File: src/rtl/instruction_fetch_unit.sv
// instruction_fetch_unit: byte-wide fetch FSM with a 2-entry prefetch queue.
// It also handles jump redirects and vectored interrupts.
module instruction_fetch_unit #(
    parameter logic [15:0] RESET_PC = 16'h0000,
    parameter logic [7:0]  INT_BASE = 8'h00
) (
    input  logic        clk,
    input  logic        rst,
    output logic        bus_req,
    input  logic        bus_ack,
    output logic [15:0] addr,
    output logic        mem_rd,
    input  logic [7:0]  mem_data,
    output logic        instr_valid,
    input  logic        instr_ready,
    output logic [7:0]  instr_byte,
    output logic [15:0] instr_pc,
    input  logic        jump_en,
    input  logic [15:0] jump_addr,
    input  logic        int_req,
    input  logic [7:0]  vector,
    output logic        int_ack,
    output logic        busy
);
    typedef enum logic [1:0] {IDLE, REQ, RD} state_e;
    state_e      state_q;
    logic [15:0] fetch_pc_q;
    logic [1:0]  count_q;
    logic [1:0]  count_d;
    logic        rd_ptr_q, wr_ptr_q;
    logic [7:0]  byte_q [2];
    logic [15:0] pc_q [2];
    logic        armed_q, int_ack_q;
    logic        push, pop, int_take;
    assign int_take    = state_q == IDLE && !jump_en && int_req && armed_q;
    assign push        = state_q == RD && !jump_en;
    assign pop         = instr_valid && instr_ready && !jump_en && !int_take;
    assign count_d     = count_q + {1'b0, push} - {1'b0, pop};
    assign instr_valid = count_q != 2'd0;
    assign instr_byte  = instr_valid ? byte_q[rd_ptr_q] : 8'h00;
    assign instr_pc    = instr_valid ? pc_q[rd_ptr_q] : 16'h0000;
    assign bus_req     = state_q == REQ;
    assign mem_rd      = state_q == RD;
    assign addr        = (bus_req || mem_rd) ? fetch_pc_q : 16'h0000;
    assign busy        = state_q != IDLE;
    assign int_ack     = int_ack_q;
    always_ff @(posedge clk or posedge rst) begin
        if (rst) begin
            state_q    <= IDLE;
            fetch_pc_q <= RESET_PC;
            count_q    <= 2'd0;
            rd_ptr_q   <= 1'b0;
            wr_ptr_q   <= 1'b0;
            byte_q[0]  <= 8'h00;
            byte_q[1]  <= 8'h00;
            pc_q[0]    <= 16'h0000;
            pc_q[1]    <= 16'h0000;
            armed_q    <= 1'b1;
            int_ack_q  <= 1'b0;
        end else begin
            int_ack_q <= int_take;
            // re-arm only once the interrupt line has been seen low
            armed_q   <= int_take ? 1'b0 : (armed_q || !int_req);
            if (jump_en || int_take) begin
                state_q    <= IDLE;
                count_q    <= 2'd0;
                rd_ptr_q   <= 1'b0;
                wr_ptr_q   <= 1'b0;
                fetch_pc_q <= jump_en ? jump_addr : {INT_BASE, vector};
            end else begin
                count_q <= count_d;
                if (push) begin
                    byte_q[wr_ptr_q] <= mem_data;
                    pc_q[wr_ptr_q]   <= fetch_pc_q;
                    wr_ptr_q         <= ~wr_ptr_q;
                    fetch_pc_q       <= fetch_pc_q + 16'd1;
                end
                if (pop)
                    rd_ptr_q <= ~rd_ptr_q;
                case (state_q)
                    IDLE:    state_q <= (count_q < 2'd2) ? REQ : IDLE;
                    REQ:     state_q <= bus_ack ? RD : REQ;
                    default: state_q <= IDLE;
                endcase
            end
        end
    end
endmodule

File: config.mk
export PLATFORM = sky130hd
export DESIGN_NAME = instruction_fetch_unit
export DESIGN_NICKNAME = d
export VERILOG_FILES = /design/src/rtl/instruction_fetch_unit.sv
export SDC_FILE = /design/constraint.sdc
export NUM_CORES = 1
export LEC_CHECK = 0
export ABC_AREA = 1
export BUFFER_PORTS_ARGS = -buffer_cell sky130_fd_sc_hd__buf_2
export CAP_MARGIN = 5
export CORE_MARGIN = 2
export CORE_UTILIZATION = 43
export DETAILED_ROUTE_END_ITERATION = 8
export PLACE_DENSITY = 0.68
export SKIP_LAST_GASP = 1
export SLEW_MARGIN = 40
export SYNTH_ARGS = -nofsm -noshare
export SYNTH_HDL_FRONTEND = slang
export SYNTH_SLANG_ARGS = --single-unit
File: constraint.sdc
create_clock -name clk -period 2.6 [get_ports clk]
set_clock_uncertainty 0.05 [all_clocks]
set_input_delay 0.52 -clock clk [delete_from_list [all_inputs] [get_ports clk]]
set_output_delay 0.52 -clock clk [all_outputs]
set_load 0.05 [all_outputs]
==> results.txt, run 1 <==
----------------------------------------------------
[Finish]
  # diodes ... 0
  Syn-to-layout area delta ... 17.6%
  Filler cell count in the final layout ... 868
  # nets final ... 641
  Number of standard cells in the layout, taps in and fillers out ... 710
  Fraction of final layout cells with drive strength greater than 1 ... 0.214

[Synthesis]
  Synthesized area divided by synthesized cell count ... 7.49 um^2
  Number of cells produced by synthesis ... 521
  Dominant cell by count in the synthesized netlist ... nand2_1
  Synth Register Bits ... 72
  Number of enable-type register cells in the synthesized netlist ... 0
  Cell Area, Synth ... 3900 um^2
  Yosys top cell by area ... dfrtp_1
  Number of warnings reported in the yosys synthesis log ... 0
  Primary FF master, synth ... dfrtp_1
  Synthesized net count ... 565
  Most instantiated cells after synthesis ... nand2_1, dfrtp_1, inv_1
  Number of library cell types mapped by synthesis ... 29
  Fraction of the yosys area taken by sequential cells ... 0.462
  Cell types with the largest area share after synthesis ... dfrtp_1, nand2_1, inv_1, a21oi_1, o21ai_0
  Share of synthesized registers carrying an async set or reset ... 1.00
  Share of the synthesized area in the top cell type ... 0.455

[Detailed routing]
  Total number of vias ... 3526
  Avg Vias per Cell ... 4.97
  Average wire length per cell after detail routing ... 13.4 um
  WL final ... 9490 um
  DRT Pass-1 Iters ... 4
  DRC errors left ... 0
  Number of nets with antenna violations after routing ... 0
  1st-iter DRT viols ... 174

[Place]
  HPWL reported at the end of detailed placement ... 6650 um
  Worst setup slack after placement ... 0.321 ns
  Weighted congestion at the end of routability-driven global placement ... 0.845
  Buffers on Ports ... 82
  Placed Cells incl. Taps ... 694

[GRT]
  Via count of the first global-routing pass ... 3345
  Initial antenna violation count ... 0
  All-Layer GR Usage ... 0.202
  Wire length of the first global-routing pass ... 15900 um
  Pin count of the biggest net entering global routing ... 49
  Total congestion overflow ... 0

[Timing]
  Number of pins with negative max-slew slack in the final report ... 0
  Final cycle utilization of the critical path ... 0.935
  Max-Slew Margin vs Limit ... 0.618
  Fin worst setup slack ... 0.170 ns
  Setup violations, final ... 0
  Setup_tns ... 0 ns
  Minimum period implied by the final worst setup slack ... 2.43 ns
  Final hold violation count ... 0
  Worst slew pin tran ... 0.572 ns
  Maximum clock frequency ... 412 MHz
  Unrepaired setup endpoints after global routing ... no

[Die]
  Overall die height ... 99.3 um
  Core ar. ... 8760 um^2
  Initial Util ... 0.445
  Number of cell rows ... 34
  DIE AREA ... 9860 um^2
  Width of the die ... 99.3 um
  Number of top-level design ports ... 83

[Outcome]
  Run status ... complete, no violations

[Power and ir drop]
  Largest voltage drop on the vdd net ... 337 uV
  Sw power ... 1.14 mW
  Switch share ... 0.360
  Internal Pwr Total ... 2.03 mW
  Overall power after layout ... 3.17 mW
  Leakage ... 2.54 nW
  Power per cell area ... 691 nW/um^2
  Portion of total power attributed to sequential cells ... 0.463
  Share of power burned in combinational logic ... 0.261
  Part of the total power dissipated in the clock network ... 0.276

[Setup path]
  Class of the most critical setup path ... flop to output pin
  FF-to-FF setup slack ... 0.46 ns
  Worst-path fanout max ... 16
  CP Capture Type ... output pin
  Kind of launch point of the worst setup path ... flop
  Worst endpoint data arrival time ... 1.86 ns
  Worst path required time ... 2.03 ns

[Clock network]
  Clock edge transition at the registers on the reported setup and hold paths ... 0.08 ns
  Number of levels the H-tree was split into ... 3
  Clock root buffer master ... clkbuf_8
  CTS Buffer Depth ... 2
  Post-CTS resize count ... 0
  Total of hold buffers inserted after clock tree synthesis ... 0
  Post-CTS Setup Repair Bufs ... 0
  CTS tree ... done
  Clock buffers created by TritonCTS ... 9
  Worst skew pair latency ... 0.35 ns
  Sinks on Clock Net ... 72

[Hold path]
  Worst hold-check path type ... input pin to async pin

[Run]
  Max-capacitance violation count ... 0

----------------------------------------------------
-- power groups by stage --
stage / combinational [mW] / sequential, mW / clock (mW)
6_report: 0.829 / 1.47 / 0.877
5_1_grt: 0.939 / 1.50 / 0.939
4_1_cts: 0.836 / 1.47 / 0.901
3_5_place_dp: 0.832 / 1.49 / 0
3_3_place_gp: 0.806 / 1.48 / 0
2_1_floorplan: 0.647 / 1.45 / 0
-- cells in the final DEF, fill, tap and decap left out, types with 9 or more instances in the layout --
cell / n
clkbuf_8: 9
a21oi_1: 31
inv_1: 62
nor2_1: 32
buf_2: 82
nand3_1: 20
nand2_1: 185
o21ai_1: 21
dfrtp_1: 71
o21ai_0: 26
o21ai_2: 10
-- final timing paths --
kind,from,endpoint,cells past startpoint
min in group clk,bus_ack,state_q[1]$_DFF_PP0_,3
worst min register to register,pc_q[23]$_DFFE_PP0P_,pc_q[23]$_DFFE_PP0P_,2
worst min-delay path,rst,pc_q[18]$_DFFE_PP0P_,2
worst max register to register,state_q[0]$_DFF_PP0_,fetch_pc_q[4]$_DFFE_PP0P_,9
worst max-delay path,state_q[1]$_DFF_PP0_,addr[0],5
max in group asynchronous,rst,pc_q[21]$_DFFE_PP0P_,3
-- worst max-delay path, stage by stage (launching register included) --
cell and delay (ns):
dfrtp_1 0.36, inv_1 0.06, ha_1 0.61, nand2_1 0.15
inv_1 0.07, buf_2 0.25
-- layout make-up --
class                   count  area (um^2)  area share
flip-flops and latches     72         1800       0.393
multi-input cells         358         1710       0.372
repair buffers             90          508       0.111
inverters                  66          248      0.0540
well taps                 108          135      0.0294
clock buffers              10          128      0.0278
clock inverters             6         61.3      0.0134
-- cells by family after synthesis --
family,after synthesis,share of synthesized area
xor gates and xnor gates,7,0.0157
adders and majority gates,6,0.0192
buffers and inverters,91,0.101
DFF,72,0.462
and+or+nand+nor,248,0.263
AOI/OAI and AO/OA,97,0.139
-- metal layers --
| layer | vias up | global-route usage | share of wire |
|---|---|---|---|
| met3 | 11 | 0.0274 | 0.053 |
| li1 | 1773 | - | - |
| met4 | 0 | 0.0695 | 0.015 |
| met1 | 1621 | 0.287 | 0.48 |
| met2 | 121 | 0.320 | 0.45 |
| met5 | - | 0 | 0 |
-- registers in the layout (all words and copies together), names as in the netlist --
signal / cells
armed_q: 1
byte_q: 16
count_q: 2
fetch_pc_q: 16
int_ack: 1
pc_q: 32
rd_ptr_q: 1
state_q: 2
wr_ptr_q: 1
-- stage by stage --
step	hold slack, ns	utilization	cell area [um^2]
final	0.163	0.524	4590
after CTS	0.174	0.524	4590
after floorplan	0.403	-	3900
after detailed placement	0.419	0.502	4400
after global routing	0.200	0.524	4590
after global placement	0.415	0.502	4400
(Power assumes the default switching activity.)
==> run 2: changes to the inputs <==
--- a/config.mk
+++ b/config.mk
@@ -5,13 +5,13 @@
 export SDC_FILE = /design/constraint.sdc
 export NUM_CORES = 1
 export LEC_CHECK = 0
-export ABC_AREA = 1
+export ABC_AREA = 0
 export BUFFER_PORTS_ARGS = -buffer_cell sky130_fd_sc_hd__buf_2
 export CAP_MARGIN = 5
 export CORE_MARGIN = 2
 export CORE_UTILIZATION = 43
 export DETAILED_ROUTE_END_ITERATION = 8
-export PLACE_DENSITY = 0.68
+export PLACE_DENSITY = 0.69
 export SKIP_LAST_GASP = 1
 export SLEW_MARGIN = 40
 export SYNTH_ARGS = -nofsm -noshare
==> run 2 against run 1 <==
Critical endpoint is now addr[15]. Clock power grew 12%. Sequential power shrank 5%. Core utilization grew 0.11 points. Flip-flop and latch count is the same. Critical path type unchanged. Non-clock buffer count grew 2. Design area shrank 1.7%.
==> results.txt, run 2 <==
----------------------------------------------------
[Setup path]
  Worst-path cell with the longest stage delay ... ha_1
  Worst endpoint data arrival time ... 1.82 ns
  Worst-path fanout max ... 16
  Top delay family on crit path ... adder cells
  Slowest cell delay on critical path ... 0.57 ns
  Worst path required time ... 2.03 ns
  CP Capture Type ... output pin
  Kind of launch point of the worst setup path ... flop
  Worst path bufs/invs ... 2
  Cell breakdown of the critical path ... inv_1, ha_1, and2_1, buf_2
  Class of the most critical setup path ... flop to output pin

[Die]
  Width of the die ... 97.3 um
  Initial Util ... 0.436
  DIE AREA ... 9470 um^2
  Core ar. ... 8590 um^2
  Overall die height ... 97.3 um
  Number of top-level design ports ... 83
  Number of cell rows ... 34

[GRT]
  Via count of the first global-routing pass ... 2935
  Initial antenna violation count ... 0
  Met3 capacity usage during global routing ... 0.0496
  Busiest metal layer after global routing ... met2
  Wire length of the first global-routing pass ... 14200 um
  All-Layer GR Usage ... 0.188
  Met2 demand-to-capacity share in global routing ... 0.306
  Met1 Use GR ... 0.247
  Total congestion overflow ... 0
  Pin count of the biggest net entering global routing ... 41

[Detailed routing]
  Average wire length per cell after detail routing ... 15.7 um
  1st-iter DRT viols ... 110
  WL final ... 8450 um
  Total number of vias ... 2809
  Number of nets with antenna violations after routing ... 0
  DRC errors left ... 0
  DRT Pass-1 Iters ... 4
  Avg Vias per Cell ... 5.23

[Finish]
  Top reg by flops ... pc_q
  Sequential cell area in the final layout ... 1800 um^2
  Area of the multi-input gates ... 1810 um^2
  # nets final ... 468
  Max reg flops ... 32
  Syn-to-layout area delta ... 20.4%
  # diodes ... 0
  Filler cell count in the final layout ... 780
  Top flop regs ... pc_q x32, byte_q x16, fetch_pc_q x16
  Fraction of final layout cells with drive strength greater than 1 ... 0.385
  Commonest non-fill, non-tap cell in the layout ... buf_2
  Leading cell types in the layout, fill and taps excluded ... buf_2, dfrtp_1, mux2_2

[Synthesis]
  Most instantiated cells after synthesis ... dfrtp_1, mux2_2, nor2_1
  Synthesized net count ... 386
  Portion of netlist area occupied by mux cells ... 0.213
  Yosys top cell by area ... dfrtp_1
  Number of enable-type register cells in the synthesized netlist ... 0
  Dominant cell by count in the synthesized netlist ... dfrtp_1
  Synthesized area divided by synthesized cell count ... 11.0 um^2
  Simple-gate share of the synthesized area ... 0.155
  Largest family of logic cells by synthesized area ... multiplexers
  Number of cells produced by synthesis ... 342
  Number of library cell types mapped by synthesis ... 42
  Fraction of the yosys area taken by sequential cells ... 0.481
  Cell types with the largest area share after synthesis ... dfrtp_1, mux2_2, mux2i_1, nor2_1, and2_1
  Primary FF master, synth ... dfrtp_1
  Cell Area, Synth ... 3750 um^2
  Compound-cell area share of the yosys netlist ... 0.0665
  Xor-xnor portion of the synthesized cell area ... 0.0281
  Number of warnings reported in the yosys synthesis log ... 0
  Share of synthesized registers carrying an async set or reset ... 1.00
  Share of the synthesized area in the top cell type ... 0.474
  Synth Area in Adders ... 0.0200
  Synth Register Bits ... 72

[Timing]
  Maximum clock frequency ... 419 MHz
  Final cycle utilization of the critical path ... 0.918
  Setup violations, final ... 0
  Final hold violation count ... 0
  Max-Slew Margin vs Limit ... 0.695
  Unrepaired setup endpoints after global routing ... no
  Fin worst setup slack ... 0.213 ns
  Setup_tns ... 0 ns
  Hold Worst Slack ... 0.328 ns
  Minimum period implied by the final worst setup slack ... 2.39 ns
  Worst slew pin tran ... 0.457 ns
  Number of pins with negative max-slew slack in the final report ... 0

[Place]
  Buffers on Ports ... 82
  HPWL reported at the end of detailed placement ... 5970 um
  Weighted congestion at the end of routability-driven global placement ... 0.807
  Worst setup slack after placement ... 0.435 ns

[Clock network]
  CTS tree ... done
  Sinks on Clock Net ... 72
  Post-CTS resize count ... 0
  CTS Buffer Depth ... 2
  Clock root buffer master ... clkbuf_8
  Worst skew pair latency ... 0.35 ns
  Clock buffers created by TritonCTS ... 9
  Number of levels the H-tree was split into ... 3
  Clock edge transition at the registers on the reported setup and hold paths ... 0.08 ns

[Power and ir drop]
  Power per cell area ... 660 nW/um^2
  Largest voltage drop on the vdd net ... 324 uV
  Leakage ... 2.22 nW

[Hold path]
  Worst hold-check path type ... input pin to flop

[Run]
  Max-capacitance violation count ... 0

[Outcome]
  Run status ... complete, no violations

----------------------------------------------------
==> run 2: cell count changes in the layout (fill, tap and decap cells not counted), moves of 18 or more <==
| cell | delta |
|---|---|
| nand2_1 | -165 |
| inv_1 | -52 |
| mux2_2 | +46 |
| mux2i_1 | +28 |
| a21oi_1 | -25 |
| o21ai_1 | -21 |
| and2_1 | +18 |
==> run 2: timing repair <==
item	4_1_cts	5_1_grt
hold buffers	0	1
setup buffers	0	0
hold endpoints to repair	0	5
==> run 2: worst register-to-register path, delay by kind of cell, from the launching register on <==
kind	cells	cell delay [ns]
fa+ha+maj	3	0.73
flops	1	0.39
xor+xnor	2	0.34
compound gates	1	0.29
buf+inv	2	0.14
simple gates	2	0.14
==> run 2: logic make-up (layout without fill, tap and decap cells) <==
family | Yosys count | after routing
muxes | 74 | 74
AOI/OAI and AO/OA | 34 | 34
DFF | 72 | 72
and+or+nand+nor | 112 | 112
xor gates and xnor gates | 12 | 12
buffers and inverters | 32 | 119
adders and majority gates | 6 | 6
==> run 2: layer usage <==
layer,share of wire,vias up
met3,0.051,11
met4,0.010,0
met1,0.46,1356
met2,0.48,85
met5,0,-
li1,-,1357
==> run 2: path summary, 6_finish.rpt <==
kind | cells past startpoint | slack, ns | endpoint | start
max | 4 | 0.21 | addr[15] | state_q[1]$_DFF_PP0_
min | 2 | 0.33 | armed_q$_DFF_PP1_ | int_req
max reg2reg | 10 | 0.41 | count_q[1]$_DFF_PP0_ | state_q[1]$_DFF_PP0_
min reg2reg | 2 | 0.43 | pc_q[15]$_DFFE_PP0P_ | pc_q[15]$_DFFE_PP0P_
max in group asynchronous | 4 | 1.32 | armed_q$_DFF_PP1_ | rst
min in group asynchronous | 3 | 0.56 | byte_q[3]$_DFFE_PP0P_ | rst
==> run 2: cell type report <==
| class | instances | area share |
|---|---|---|
| clock buffers | 10 | 0.0283 |
| clock inverters | 6 | 0.0202 |
| inverters | 11 | 0.00915 |
| multi-input cells | 238 | 0.402 |
| flip-flops and latches | 72 | 0.400 |
| well taps | 108 | 0.0300 |
| repair buffers | 92 | 0.111 |
==> run 2: power breakdown <==
group | switching (mW) | leakage (nW) | total, mW | internal, mW
logic | 0.343 | 1.16 | 0.597 | 0.254
registers | 0.128 | 0.952 | 1.40 | 1.27
clock network | 0.432 | 0.111 | 0.978 | 0.545
total | 0.903 | 2.22 | 2.98 | 2.07
==> run 2: metrics by stage <==
| stage | cell area [um^2] | instances | power [mW] | util |
|---|---|---|---|---|
| floorplan | 3750 | 342 | 1.85 | - |
| global placement | 4280 | 520 | 1.99 | 0.498 |
| detailed placement | 4280 | 520 | 2.03 | 0.498 |
| CTS | 4500 | 536 | 3.01 | 0.524 |
| global route | 4510 | 537 | 3.14 | 0.525 |
| finish | 4510 | 537 | 2.98 | 0.525 |
